## config.mk

```make
export PLATFORM = sky130hd
export DESIGN_NAME = dac_sample_feed_flat
export DESIGN_NICKNAME = d
export VERILOG_FILES = /design/src/rtl/dac_sample_feed_if.sv /design/src/rtl/dac_sample_feed.sv /design/src/flat_wrapper.sv
export SDC_FILE = /design/constraint.sdc
export NUM_CORES = 1
export LEC_CHECK = 0
export ABC_AREA = 1
export BUFFER_PORTS_ARGS = -buffer_cell sky130_fd_sc_hd__buf_2
export CAP_MARGIN = 10
export CORE_UTILIZATION = 52
export DETAILED_ROUTE_END_ITERATION = 8
export PLACE_DENSITY = 0.73
export SYNTH_ARGS = -nofsm -noshare
export SYNTH_HDL_FRONTEND = slang
export SYNTH_SLANG_ARGS = --single-unit
```

## constraint.sdc

```tcl
create_clock -name clk -period 3.78 [get_ports clk]
set_input_delay 0.756 -clock clk [delete_from_list [all_inputs] [get_ports clk]]
set_output_delay 0.756 -clock clk [all_outputs]
set_load 0.1 [all_outputs]
```

## src/rtl/dac_sample_feed_if.sv

```systemverilog
// Read-side FIFO handshake, DAC output and debug status for dac_sample_feed.
// The slave modport is the feeder; the master modport is the FIFO/DAC side.
interface dac_sample_feed_if #(
    parameter int DATA_W  = 16,
    parameter int DAC_W   = 14,
    parameter int USEDW_W = 11
);
    logic               enable;
    logic               rdempty;
    logic [USEDW_W-1:0] rdusedw;
    logic [DATA_W-1:0]  q;
    logic               rdreq;
    logic [DAC_W-1:0]   dac_data;
    logic               dac_valid;
    logic [1:0]         feed_state;
    logic [15:0]        underrun_cnt;
    logic [31:0]        sample_cnt;

    modport master (
        output enable, rdempty, rdusedw, q,
        input  rdreq, dac_data, dac_valid, feed_state, underrun_cnt, sample_cnt
    );

    modport slave (
        input  enable, rdempty, rdusedw, q,
        output rdreq, dac_data, dac_valid, feed_state, underrun_cnt, sample_cnt
    );
endinterface

```

## src/rtl/dac_sample_feed.sv

```systemverilog
// Drains the read side of the sample FIFO at a fixed divided rate and turns
// each word into a DAC code, with prefill, underrun recovery and debug counters.
//
//   state      | meaning
//   -----------+-----------------------------------------------------------
//   S_IDLE     | disabled, DAC parked at midscale, no reads
//   S_PREFILL  | waiting for the FIFO to reach the prefill level
//   S_RUN      | one read per RATE_DIV cycles, word captured the cycle after
//   S_UNDERRUN | FIFO ran dry on a tick; one midscale cycle, then refill
module dac_sample_feed #(
    parameter int DATA_W     = 16,
    parameter int DAC_W      = 14,
    parameter int RATE_DIV   = 4,
    parameter int PREFILL    = 512,
    parameter int USEDW_W    = 11,
    parameter int OFFSET_BIN = 1
) (
    input  logic              clk,
    input  logic              rst,
    dac_sample_feed_if.slave  bus
);
    typedef enum logic [1:0] {
        S_IDLE     = 2'b00,
        S_PREFILL  = 2'b01,
        S_RUN      = 2'b10,
        S_UNDERRUN = 2'b11
    } state_t;

    // Midscale doubles as the MSB flip mask: offset binary is two's complement with the sign bit inverted.
    localparam logic [DAC_W-1:0] MIDSCALE =
        (OFFSET_BIN != 0) ? {1'b1, {(DAC_W-1){1'b0}}} : {DAC_W{1'b0}};
    localparam logic [15:0] DIV_LAST    = 16'(RATE_DIV - 1);
    localparam logic [31:0] PREFILL_LVL = 32'(PREFILL);

    state_t           state;
    state_t           state_next;
    logic [15:0]      divider;
    logic [15:0]      divider_next;
    logic             rd_pending;
    logic             tick;
    logic             rdreq_c;
    logic             capture;
    logic             underrun_inc;
    logic             prefill_ok;
    logic [DAC_W-1:0] dac_data_q;
    logic [15:0]      underrun_q;
    logic [31:0]      sample_q;

    always_comb begin
        state_next   = state;
        rdreq_c      = 1'b0;
        underrun_inc = 1'b0;
        tick         = (state == S_RUN) && (divider == DIV_LAST);
        capture      = rd_pending && bus.enable;
        prefill_ok   = {{(32-USEDW_W){1'b0}}, bus.rdusedw} >= PREFILL_LVL;

        if (!bus.enable) begin
            state_next = S_IDLE;
        end else begin
            case (state)
                S_IDLE:    state_next = S_PREFILL;
                S_PREFILL: if (prefill_ok) state_next = S_RUN;
                S_RUN: begin
                    if (tick) begin
                        if (bus.rdempty) begin
                            state_next   = S_UNDERRUN;
                            underrun_inc = 1'b1;
                        end else begin
                            rdreq_c = 1'b1;
                        end
                    end
                end
                S_UNDERRUN: state_next = S_PREFILL;
                default:    state_next = S_IDLE;
            endcase
        end

        // Divider restarts from zero on every entry to RUN and rests at zero elsewhere.
        divider_next = '0;
        if (state == S_RUN && state_next == S_RUN)
            divider_next = tick ? 16'd0 : divider + 16'd1;
    end

    always_ff @(posedge clk or posedge rst) begin
        if (rst) begin
            state      <= S_IDLE;
            divider    <= '0;
            rd_pending <= 1'b0;
            dac_data_q <= MIDSCALE;
            underrun_q <= '0;
            sample_q   <= '0;
        end else begin
            state      <= state_next;
            divider    <= divider_next;
            rd_pending <= rdreq_c;

            if (capture) begin
                dac_data_q <= bus.q[DATA_W-1 -: DAC_W] ^ MIDSCALE;
                sample_q   <= sample_q + 32'd1;
            end else if (state_next == S_IDLE || state_next == S_UNDERRUN) begin
                dac_data_q <= MIDSCALE;
            end

            if (underrun_inc && underrun_q != 16'hFFFF)
                underrun_q <= underrun_q + 16'd1;
        end
    end

    assign bus.rdreq        = rdreq_c;
    assign bus.dac_valid    = capture;
    assign bus.dac_data     = dac_data_q;
    assign bus.feed_state   = state;
    assign bus.underrun_cnt = underrun_q;
    assign bus.sample_cnt   = sample_q;
endmodule

```

## src/flat_wrapper.sv

```systemverilog
// flat-port wrapper written by rule: the top's interface ports become plain ports
module dac_sample_feed_flat 
#(
    parameter int DATA_W     = 16,
    parameter int DAC_W      = 14,
    parameter int RATE_DIV   = 4,
    parameter int PREFILL    = 512,
    parameter int USEDW_W    = 11,
    parameter int OFFSET_BIN = 1
)
  (clk, rst, bus_enable, bus_rdempty, bus_rdusedw, bus_q, bus_rdreq, bus_dac_data, bus_dac_valid, bus_feed_state, bus_underrun_cnt, bus_sample_cnt);
  dac_sample_feed_if #(.DATA_W(DATA_W), .DAC_W(DAC_W), .USEDW_W(USEDW_W)) bus_i ();
  input  logic clk;
  input  logic rst;
  input wire logic [$bits(bus_i.enable)-1:0] bus_enable;
  input wire logic [$bits(bus_i.rdempty)-1:0] bus_rdempty;
  input wire logic [$bits(bus_i.rdusedw)-1:0] bus_rdusedw;
  input wire logic [$bits(bus_i.q)-1:0] bus_q;
  output wire logic [$bits(bus_i.rdreq)-1:0] bus_rdreq;
  output wire logic [$bits(bus_i.dac_data)-1:0] bus_dac_data;
  output wire logic [$bits(bus_i.dac_valid)-1:0] bus_dac_valid;
  output wire logic [$bits(bus_i.feed_state)-1:0] bus_feed_state;
  output wire logic [$bits(bus_i.underrun_cnt)-1:0] bus_underrun_cnt;
  output wire logic [$bits(bus_i.sample_cnt)-1:0] bus_sample_cnt;
  assign bus_i.enable = bus_enable;
  assign bus_i.rdempty = bus_rdempty;
  assign bus_i.rdusedw = bus_rdusedw;
  assign bus_i.q = bus_q;
  assign bus_rdreq = bus_i.rdreq;
  assign bus_dac_data = bus_i.dac_data;
  assign bus_dac_valid = bus_i.dac_valid;
  assign bus_feed_state = bus_i.feed_state;
  assign bus_underrun_cnt = bus_i.underrun_cnt;
  assign bus_sample_cnt = bus_i.sample_cnt;
  dac_sample_feed #(.DATA_W(DATA_W), .DAC_W(DAC_W), .RATE_DIV(RATE_DIV), .PREFILL(PREFILL), .USEDW_W(USEDW_W), .OFFSET_BIN(OFFSET_BIN)) u_core (.clk(clk), .rst(rst), .bus(bus_i));
endmodule
```

==> flow_results.org, run 1 <==
** Clock tree
- The number of setup buffers added after CTS is 0.
- The clock tree synthesis step divided the H-tree into 3 levels.
- In this run, post-CTS repair resized a total of 0 instances.
- Buffer type at the clock tree root :: sky130_fd_sc_hd__clkbuf_8
- The clock passes through at most 2 buffers.
- Clock Latency Late Sink :: 0.36 ns
- Sinks on the clock net :: 81
- TritonCTS built the clock tree.
- Clock tree synthesis inserted a total of 9 buffers.
- Register clock-pin slew on the reported worst setup and hold paths :: 0.09 ns
- For this design, the CTS-stage hold fixing added 0 buffers.

** Yosys
- Number of instances in the synthesized netlist :: 541
- Fraction of synthesis flops using an asynchronous set or reset pin :: 1.00
- EDFF count, synth :: 0
- The number of nets in the synthesized netlist is 578.
- Share of the yosys chip area belonging to registers :: 0.461
- Seq cells post-synth :: 81
- The most used flip-flop cell after synthesis is sky130_fd_sc_hd__dfrtp_1.
- Summing every instance area after synthesis gives 4400 µm².
- Number of warnings issued by yosys :: 0
- Most frequently used cell type in the post-synthesis netlist :: sky130_fd_sc_hd__nand2_1
- Distinct cells, synth :: 38
- Ranking of synthesized cells by instance count :: sky130_fd_sc_hd__nand2_1 (162), sky130_fd_sc_hd__dfrtp_1 (80), sky130_fd_sc_hd__nor2_1 (69)
- The biggest area contributor in the post-synthesis netlist is sky130_fd_sc_hd__dfrtp_1.
- Leading cell types by total area after synthesis :: sky130_fd_sc_hd__dfrtp_1 (45%), sky130_fd_sc_hd__nand2_1 (14%), sky130_fd_sc_hd__nor2_1 (5.9%)
- A synthesized cell averages 8.14 µm².
- Of the post-synthesis cell area, the dominant cell type holds 0.455.

** Global routing
- The first global-routing pass estimated 16500 µm of wire.
- Tot GR Track Use :: 0.242
- The initial antenna violation count was 0.
- Largest net degree at the start of global routing :: 32
- The total overflow left after global routing is 0.
- Vias in the first global route :: 3643

** STA
- Setup repair after global routing missed its margin :: no
- The number of pins with negative max-slew slack in the final report came to 0.
- Max_slew headroom :: 0.428
- Crit path time final :: 2.93 ns
- At the pin with the least slew margin, the transition time is 0.855 ns.
- Clock skew on the completed layout was measured at 0.00756 ns.
- Fraction of the cycle the final worst path needs :: 0.776
- Final hold violations :: 0
- Summed over all failing endpoints, the final setup total negative slack is 0 ns.
- Static timing analysis puts the maximum clock frequency at 0.341 GHz.
- Count of final setup violators :: 0

** Power
- Relative contribution of the clock network to total power :: 0.343
- IR analysis of the VDD net gives a maximum drop of 206 µV.
- P_leak :: 0.00261 µW
- Internal Power :: 1170 µW
- Switch share :: 0.318
- The share of total power dissipated in combinational logic is 0.142.
- Power spent charging and discharging nets :: 546 µW
- In this run the power density over the cells is 335 nW/µm².
- Of the total power, registers draw 0.515.

** Detailed routing
- Total wire length :: 9980 µm
- Antenna-violating nets left :: 0
- For this run, the detailed router's first-pass iteration total came to 4.
- Across all layers, the routed design uses 3895 vias.
- Post-route DRC :: 0
- Dividing the detail-routed via count by the number of cells gives 5.25.
- The first routing iteration left 217 violations.
- Dividing the detail-routed wire length by the instance count gives 13.5 µm.

** Placement
- Detailed-placement wirelength estimate :: 7350 µm
- Port buffer count :: 85
- Weighted congestion at the end of routability-driven global placement :: 0.853

** Layout
- Final Util :: 0.623
- Area used by multi-input combinational logic :: 2170 µm²
- Fraction of layout instances using a drive strength above 1 :: 0.214
- Diode insertion count for antenna repair :: 0
- Across the whole layout, storage elements account for 2030 µm².
- Layout fillers :: 751
- Nets :: 669
- Synth-to-Final Area Change :: 16.3%

** Setup path
- STA classifies the critical path endpoint as an output port.
- The critical path contains buffers and inverters numbering 2 combined.
- Data on the critical path is required at its endpoint by 3.02 ns.
- Crit path largest cell delay :: 0.46 ns
- The worst setup path is launched from a flop.
- Crit-path max FO :: 7
- Crit path max-delay cell type :: sky130_fd_sc_hd__buf_2
- In this run the register-to-register setup slack is 0.98 ns.
- Critical-path cell list :: inv_1 > ha_1 > nand3_1 > nor2_1 > nand2_1 > nor3_2 > buf_2
- Data arrival time of the worst path :: 2.18 ns
- Counting cells, the worst reg-to-reg path comes to 10.
- Launching point of the worst reg2reg path :: u_core.bus.feed_state[0]
- Grouping stages by cell kind, the critical path spends the most delay in buffers and inverters.
- In this run the critical register-to-register path is captured at u_core.bus.dac_data[11].
- Worst setup path category :: reg -> out

** Floorplanning
- The region available for standard cell placement spans 8220 µm².
- I/O pin count :: 97
- Total die area :: 8840 µm²
- From left edge to right edge, the die measures 94.0 µm.
- The floorplan has 33 rows.
- Initial Utilization :: 0.536
- Vertical die dimension :: 94.0 µm

** Worst hold path
- The min-delay analysis places its worst path in the category in -> async.

** Flow run
- Across the run, the number of max-cap violations was 0.

** Outcome
- Outcome :: completed
## power groups by stage
stage          Combinational [µW]  Clock (µW)  Sequential [µW]
3_3_place_gp                  236           0              902
3_5_place_dp                  243           0              902
4_1_cts                       243         606              885
5_1_grt                       266         641              886
2_1_floorplan                 121           0              969
6_report                      244         589              885
## layout by cell type, fill, tap and decap left out, types with 3 or more instances in the layout
cell,netlist,routed
sky130_fd_sc_hd__nor3_1,12,11
sky130_fd_sc_hd__dfrtp_1,80,80
sky130_fd_sc_hd__a21oi_1,3,3
sky130_fd_sc_hd__a22o_1,13,13
sky130_fd_sc_hd__nor3b_1,6,6
sky130_fd_sc_hd__nand2_4,3,3
sky130_fd_sc_hd__nor2_2,10,10
sky130_fd_sc_hd__clkbuf_8,0,9
sky130_fd_sc_hd__nor2_1,69,69
sky130_fd_sc_hd__nand2_1,162,162
sky130_fd_sc_hd__nand3_1,36,36
sky130_fd_sc_hd__clkinvlp_4,0,3
sky130_fd_sc_hd__nand3b_1,6,6
sky130_fd_sc_hd__ha_1,6,6
sky130_fd_sc_hd__nor2_4,5,5
sky130_fd_sc_hd__nand4_1,21,21
sky130_fd_sc_hd__inv_1,40,39
sky130_fd_sc_hd__buf_2,3,85
sky130_fd_sc_hd__xor2_1,21,21
sky130_fd_sc_hd__inv_2,4,4
sky130_fd_sc_hd__xnor2_1,15,15
sky130_fd_sc_hd__o21bai_1,3,3
## registers in the layout, indices dropped and copies added, names as in the netlist
register,cells
u_core.bus.dac_data,14
u_core.bus.sample_cnt,32
u_core.rd_pending,1
u_core.bus.feed_state,2
u_core.divider,16
u_core.bus.underrun_cnt,16
## worst max-delay path by stage
| stage | startpoint | to | slack [ns] | cells after the start |
|---|---|---|---|---|
| after detailed placement | bus_enable | bus_dac_valid | 0.94 | 4 |
| after global placement | bus_enable | bus_dac_valid | 0.95 | 4 |
| after floorplan | u_core.bus.feed_state[1] | bus_rdreq | 0.20 | 5 |
| after CTS | u_core.bus.feed_state[0] | bus_rdreq | 0.83 | 7 |
| final | u_core.bus.feed_state[0] | bus_rdreq | 0.85 | 7 |
| after global routing | u_core.bus.feed_state[0] | bus_rdreq | 0.63 | 7 |
## stage by stage
| stage | hold slack [ns] | area, µm² | instances | total power (µW) | setup WS (ns) |
|---|---|---|---|---|---|
| 6_report | 0.426 | 5120 | 742 | 1720 | 0.846 |
| 5_1_grt | 0.457 | 5120 | 742 | 1790 | 0.632 |
| 4_1_cts | 0.427 | 5120 | 742 | 1730 | 0.826 |
| 3_5_place_dp | 0.463 | 4940 | 726 | 1140 | 0.941 |
| 3_3_place_gp | 0.454 | 4940 | 726 | 1140 | 0.953 |
| 2_1_floorplan | 0.433 | 4410 | 541 | 1090 | 0.196 |
## final cells by class
class                      count  share of cell area
clock buffer                   9              0.0242
inverter                      46              0.0340
tap                          105              0.0257
multi-input combinational    407               0.424
timing repair buffer          87              0.0860
clock inverter                 7              0.0105
sequential                    81               0.396
## routing by layer
metal | vias to the layer above | routed length, µm | GRT usage
met1 | 1866 | 4640 | 0.317
met2 | 91 | 4890 | 0.399
li1 | 1928 | - | -
met3 | 10 | 382 | 0.0461
met4 | 0 | 78 | 0.0897
met5 | - | 0 | 0
## kinds of logic (layout without fill, tap and decap cells)
logic type	count (synthesis)	in the layout	share of synthesized area
buffers and inverters	53	149	0.0477
flip-flops	81	81	0.461
AO/OA/AOI/OAI	24	24	0.0415
XOR/XNOR	36	36	0.0716
AND/OR/NAND/NOR	341	341	0.361
adder cells (fa/ha/maj)	6	6	0.0170
No activity file was read; power rests on OpenSTA's default activity.
==> inputs of run 2 (changes only) <==
--- a/config.mk
+++ b/config.mk
@@ -8,9 +8,9 @@
 export ABC_AREA = 1
 export BUFFER_PORTS_ARGS = -buffer_cell sky130_fd_sc_hd__buf_2
 export CAP_MARGIN = 10
-export CORE_UTILIZATION = 52
+export CORE_UTILIZATION = 49
 export DETAILED_ROUTE_END_ITERATION = 8
-export PLACE_DENSITY = 0.73
+export PLACE_DENSITY = 0.72
 export SYNTH_ARGS = -nofsm -noshare
 export SYNTH_HDL_FRONTEND = slang
 export SYNTH_SLANG_ARGS = --single-unit
==> constraint.sdc (replaced) <==
create_clock -name clk -period 2.62 [get_ports clk]
set_input_delay 0.524 -clock clk [delete_from_list [all_inputs] [get_ports clk]]
set_output_delay 0.524 -clock clk [all_outputs]
set_load 0.1 [all_outputs]
==> flow_results.org, run 2 (synthesis gave the netlist of run 1 again) <==
** Clock tree
- In this run the clock root is driven by a sky130_fd_sc_hd__clkbuf_8.
- Once the clock tree was built, the resizer swapped 0 gates to a different size.
- After clock tree synthesis, the flow added hold-fix buffers numbering 0.
- Clock tree from TritonCTS :: yes
- Sinks on the clock net :: 81
- Inserted Clock Buffers :: 9
- The clock tree synthesis step divided the H-tree into 3 levels.
- The later pin in the worst-skew pair is clocked with a latency of 0.36 ns.
- The number of setup buffers added after CTS is 0.
- In this run the deepest clock path goes through 2 buffers.
- After clock tree synthesis, the clock-pin slew on the worst setup and hold paths is 0.09 ns.

** STA
- Setup violations remaining at the end of the flow were counted as 0.
- The count of endpoints failing hold in the final timing report came to 0.
- Clock skew on the completed layout was measured at 0.00748 ns.
- The worst path needs 2.50 ns of the cycle, external delays included.
- Adding up every negative setup slack in the final design gives 0 ns.
- Setup repair after global routing missed its margin :: no
- Actual transition at the worst max-transition pin :: 0.594 ns
- Final slew viol count :: 0
- Hold is met by 0.214 ns.
- Fraction of the cycle the final worst path needs :: 0.953
- The worst pin sits at a relative slew slack of 0.601.
- Maximum clock rate :: 0.400 GHz

** Global routing
- First-pass GRT wire length :: 17400 µm
- Entering global routing, the biggest net connects 30 pins.
- The initial antenna violation count came to 0.
- Vias in the first global route :: 3834
- For this run, the total global-route usage over all layers was measured as 0.227.
- Leftover overflow at the end of global routing :: 0

** Setup path
- STA classifies the critical path startpoint as a flop.
- Crit-path max FO :: 4
- The critical path is of the reg -> out type.
- For the worst setup path, the data arrival time is 1.97 ns.
- Element type at the critical path end :: output port
- Data required time of the worst path :: 2.10 ns

** Floorplanning
- Vertical die dimension :: 96.8 µm
- The die covers 9370 µm².
- Die extent in x :: 96.8 µm
- The core region is 8720 µm².
- After floorplanning, the core was divided into 34 placement rows.
- For this design the top-level I/O count stands at 97.
- Initial Utilization :: 0.505

** Placement
- Port buffer count :: 85
- At the end of routability-driven placement, the weighted congestion stood at 0.882.
- The HPWL after detailed placement is 7400 µm.

** Worst hold path
- The min-delay analysis places its worst path in the category in -> async.

** Layout
- Nets :: 673
- Relative to the synthesized area, the layout overhead comes to 18.8%.
- Diode insertion count for antenna repair :: 0
- Fraction of layout instances using a drive strength above 1 :: 0.222
- Flip-flop count of the largest register after layout :: 32
- Leaving out fill and tap cells, the most frequent cell in the layout is sky130_fd_sc_hd__nand2_1.
- Most used cells in the layout excluding fill and tap cells :: sky130_fd_sc_hd__nand2_1 (162), sky130_fd_sc_hd__buf_2 (83), sky130_fd_sc_hd__dfrtp_1 (78)
- Final Util :: 0.600

** Power
- Power density normalized to cell area :: 503 nW/µm²
- Across the VDD grid, the largest voltage drop is 362 µV.
- In this run the static leakage power is 0.00266 µW.

** Outcome
- The run finished with clean final reports.

** Detailed routing
- Drt first pass iters :: 4
- For this block, the routed nets add up to 9870 µm of wire.
- Antenna-violating nets left :: 0
- Post-detailed-route wirelength per cell :: 13.2 µm
- Using the TritonRoute via totals, the vias-per-cell ratio works out to 5.20.
- Via total after detailed routing :: 3898
- DRT iter0 DRCs :: 128
- After detailed routing, the number of remaining DRC violations is 0.

** Flow run
- Max-Cap Viols :: 0
-- run 2: per-stage QoR --
| step | std cells | instance area (µm²) | power (µW) | setup WS, ns |
|---|---|---|---|---|
| floorplan | 541 | 4420 | 1580 | -0.103 |
| global placement | 733 | 5030 | 1690 | 0.460 |
| detailed placement | 733 | 5030 | 1710 | 0.383 |
| CTS | 749 | 5230 | 2650 | 0.124 |
| global route | 749 | 5230 | 2740 | 0.0154 |
| finish | 749 | 5230 | 2630 | 0.123 |
-- run 2: where the power goes --
group          switching (µW)  total [µW]  internal [µW]
Clock                     500         948            449
Sequential               13.5        1280           1270
Combinational             288         404            116
Total                     802        2630           1830
-- run 2: path summary, 6_finish.rpt --
kind / from / endpoint / slack, ns / depth (start not counted)
setup / recovery: u_core.bus.feed_state[0] / bus_rdreq / 0.12 / 7
hold / removal: rst / u_core.divider[7] / 0.21 / 2
setup reg to reg: u_core.bus.feed_state[0] / u_core.bus.dac_data[12] / 0.35 / 11
hold reg to reg: u_core.divider[0] / u_core.divider[0] / 0.47 / 1
max in group asynchronous: rst / u_core.bus.dac_data[13] / 1.62 / 3
min in group clk: bus_q[15] / u_core.bus.dac_data[13] / 0.29 / 2
-- run 2: final cells by class --
type	instances	area, µm²
flip-flops and latches	81	2030
inverters	46	176
multi-input cells	407	2180
repair buffers	91	513
clock buffers	9	124
clock inverters	7	77.6
fillers	779	3490
well taps	108	135
-- run 2: metal layers --
| metal | wire, µm | vias up | track usage |
|---|---|---|---|
| li1 | - | 1944 | - |
| met1 | 4500 | 1849 | 0.285 |
| met4 | 153 | 0 | 0.0712 |
| met2 | 4830 | 90 | 0.393 |
| met3 | 390 | 15 | 0.0441 |
| met5 | 0 | - | 0 |
-- run 2: worst max-delay path: stages, from the launching register on --
cell	delay (ns)
sky130_fd_sc_hd__dfrtp_2	0.42
sky130_fd_sc_hd__inv_1	0.12
sky130_fd_sc_hd__ha_1	0.19
sky130_fd_sc_hd__nand3_1	0.12
sky130_fd_sc_hd__nor2_1	0.16
sky130_fd_sc_hd__nand2_1	0.14
sky130_fd_sc_hd__nor3_4	0.26
sky130_fd_sc_hd__buf_12	0.20
==> inputs of run 3 (changes only) <==
--- a/config.mk
+++ b/config.mk
@@ -11,6 +11,7 @@
 export CORE_UTILIZATION = 49
 export DETAILED_ROUTE_END_ITERATION = 8
 export PLACE_DENSITY = 0.72
+export RECOVER_POWER = 25
 export SYNTH_ARGS = -nofsm -noshare
 export SYNTH_HDL_FRONTEND = slang
 export SYNTH_SLANG_ARGS = --single-unit
==> constraint.sdc (replaced) <==
create_clock -name clk -period 2.62 [get_ports clk]
set_input_delay 0.393 -clock clk [delete_from_list [all_inputs] [get_ports clk]]
set_output_delay 0.393 -clock clk [all_outputs]
set_load 0.1 [all_outputs]
==> flow_results.org, run 3 (synthesis gave the netlist of run 1 again) <==
** Setup path
- Crit-path max FO :: 4
- Worst setup path category :: reg -> out
- For this run, the slowest stage of the critical path takes 0.42 ns.
- Data arrival time of the worst path :: 2.00 ns
- Data required time of the worst path :: 2.23 ns
- Counting both buffers and inverters, the worst setup path holds a total of 2.
- STA classifies the critical path startpoint as a flop.
- In this design, the largest share of critical-path delay is due to simple AND/OR/NAND/NOR gates.
- The critical path goes through inv_1 > ha_1 > nand3_1 > nor2_1 > nand2_1 > nor3_4 > buf_4.
- For this design, the slowest cell found on the critical path is sky130_fd_sc_hd__dfrtp_2.
- Element type at the critical path end :: output port

** Layout
- Synth-to-Final Area Change :: 17.4%
- Summing all multi-input logic gate instances after layout gives 2180 µm².
- Of the cells placed in the final design, the portion with a size suffix greater than 1 is 0.219.
- Register cell area after layout :: 2030 µm²
- Flip-flop count of the largest register after layout :: 32
- The net count of the finished layout is 671.
- Layout fillers :: 814
- Leaving out fill and tap cells, the most frequent cell in the layout is sky130_fd_sc_hd__nand2_1.
- Diode insertion count for antenna repair :: 0
- Most used cells in the layout excluding fill and tap cells :: sky130_fd_sc_hd__nand2_1 (162), sky130_fd_sc_hd__buf_2 (84), sky130_fd_sc_hd__dfrtp_1 (78)

** Placement
- The congestion estimate from routability-driven global placement came to 0.854.
- Pre-CTS setup slack :: 0.0119 ns
- Port buffer count :: 85
- Detailed-placement wirelength estimate :: 7420 µm

** Floorplanning
- Pin placement for this block handled 97 I/O pins.
- Number of core rows :: 34
- The die covers 9370 µm².
- Die extent in x :: 96.8 µm
- The total area inside the core boundary comes to 8720 µm².
- For this configuration, the core starts out at a cell density of 0.505.
- The floorplan step set the die height to 96.8 µm.

** Clock tree
- Clock latency on the worst-skew pair, taken at its later pin, is 0.36 ns.
- Inserted Clock Buffers :: 9
- Counting every sink on the clock net gives 81.
- Buffers inserted to repair hold after CTS numbered 0.
- H-tree level count :: 3
- Clock tree synthesis selected as its root buffer the cell sky130_fd_sc_hd__clkbuf_8.
- Clock buffer depth :: 2
- TritonCTS built the clock tree.
- Register clock-pin slew on the reported worst setup and hold paths :: 0.09 ns

** STA
- Final slew viol count :: 35
- Setup repair after global routing missed its margin :: no
- Actual transition at the worst max-transition pin :: 1.59 ns
- Clock skew on the completed layout was measured at 0.0141 ns.
- Count of final setup violators :: 0
- Fraction of the cycle the final worst path needs :: 0.915
- The worst path needs 2.40 ns of the cycle, external delays included.
- Based on the critical path, the design can be clocked at up to 0.417 GHz.
- Worst path setup slack after routing :: 0.223 ns
- Measured against its own limit, the worst slew margin works out to -0.0642.
- The count of endpoints failing hold in the final timing report was 0.

** Global routing
- The initial antenna violation count is 0.
- The first global-routing pass estimated 17300 µm of wire.
- Largest net degree at the start of global routing :: 48
- Tot GR Track Use :: 0.224
- After global routing the overflow that remains totals 0.
- The number of global-route vias before repair came to 3789.

** Detailed routing
- Via total after detailed routing :: 3912
- Drt first pass iters :: 4
- For this block, the initial DRC count from the detailed router was 213.
- In the final routed layout, each cell accounts on average for 13.2 µm.
- Using the TritonRoute via totals, the vias-per-cell ratio works out to 5.24.
- For this run, design rule violations remaining after detail routing come to 0.
- Summed over all layers, the routed wires come to 9870 µm.
- Once detail routing completed, the nets flagged for antenna violations numbered 0.

** Power
- The share of total power dissipated in the clock network is 0.339.
- Power Total :: 2500 µW
- Power spent charging and discharging nets :: 786 µW
- In this run the power density over the cells is 483 nW/µm².
- P_leak :: 0.00263 µW
- Sequential power share :: 0.512
- Internal Power :: 1710 µW
- Peak supply drop :: 235 µV
- Fraction of power consumed by combinational cells :: 0.149
- Switch share :: 0.314

** Worst hold path
- Worst min path class :: in -> reg

** Flow run
- Max-Cap Viols :: 1

** Outcome
- Outcome :: complete, but fails checks
- The final reports fail on capacitance limit, slew limit.
==> run 3: cell type report <==
type                            count  share of cell area
Clock buffer                       10              0.0247
Multi-Input combinational cell    407               0.422
Timing Repair Buffer               89              0.0910
Sequential cell                    81               0.393
Clock inverter                      6             0.00968
Tap cell                          108              0.0261
Inverter                           46              0.0336
==> run 3: worst paths after layout <==
| kind | startpoint | end | slack (ns) | cells past startpoint |
|---|---|---|---|---|
| max | u_core.bus.feed_state[0] | bus_rdreq | 0.22 | 7 |
| min | bus_q[15] | u_core.bus.dac_data[13] | 0.16 | 2 |
| max reg2reg | u_core.bus.feed_state[0] | u_core.bus.dac_data[12] | 0.38 | 10 |
| min reg2reg | u_core.divider[0] | u_core.divider[0] | 0.48 | 1 |
| max in group asynchronous | rst | u_core.bus.sample_cnt[0] | 1.36 | 3 |
| min in group asynchronous | rst | u_core.bus.dac_data[11] | 0.41 | 2 |
==> run 3: timing repair <==
item,in CTS,in global routing
setup buffers,0,0
endpoints found under the hold margin,0,0
endpoints found under the setup margin,2,11
resized for setup,1,3
==> run 3: layer usage <==
metal	global-route usage	up-vias	routed length [µm]
li1	-	1942	-
met1	0.303	1859	4560
met2	0.366	97	4670
met3	0.0390	14	502
met4	0.0781	0	142
met5	0	-	0
==> run 3: metrics by stage <==
step | TNS, ns | instances | util | hold WS [ns] | area (µm²)
after CTS | 0 | 747 | 0.592 | 0.0967 | 5160
after detailed placement | 0 | 731 | 0.571 | 0.476 | 4980
after global placement | 0 | 731 | 0.571 | 0.446 | 4980
final | 0 | 747 | 0.593 | 0.163 | 5170
after global routing | 0 | 747 | 0.593 | 0.163 | 5170
after floorplan | -0.0670 | 541 | - | 0.433 | 4420
==> run 3: power groups by stage <==
stage          clock network (µW)  logic [µW]  registers [µW]
2_1_floorplan                   0         174            1400
3_3_place_gp                    0         352            1300
3_5_place_dp                    0         359            1300
4_1_cts                       866         365            1280
5_1_grt                       919         413            1280
6_report                      848         372            1280
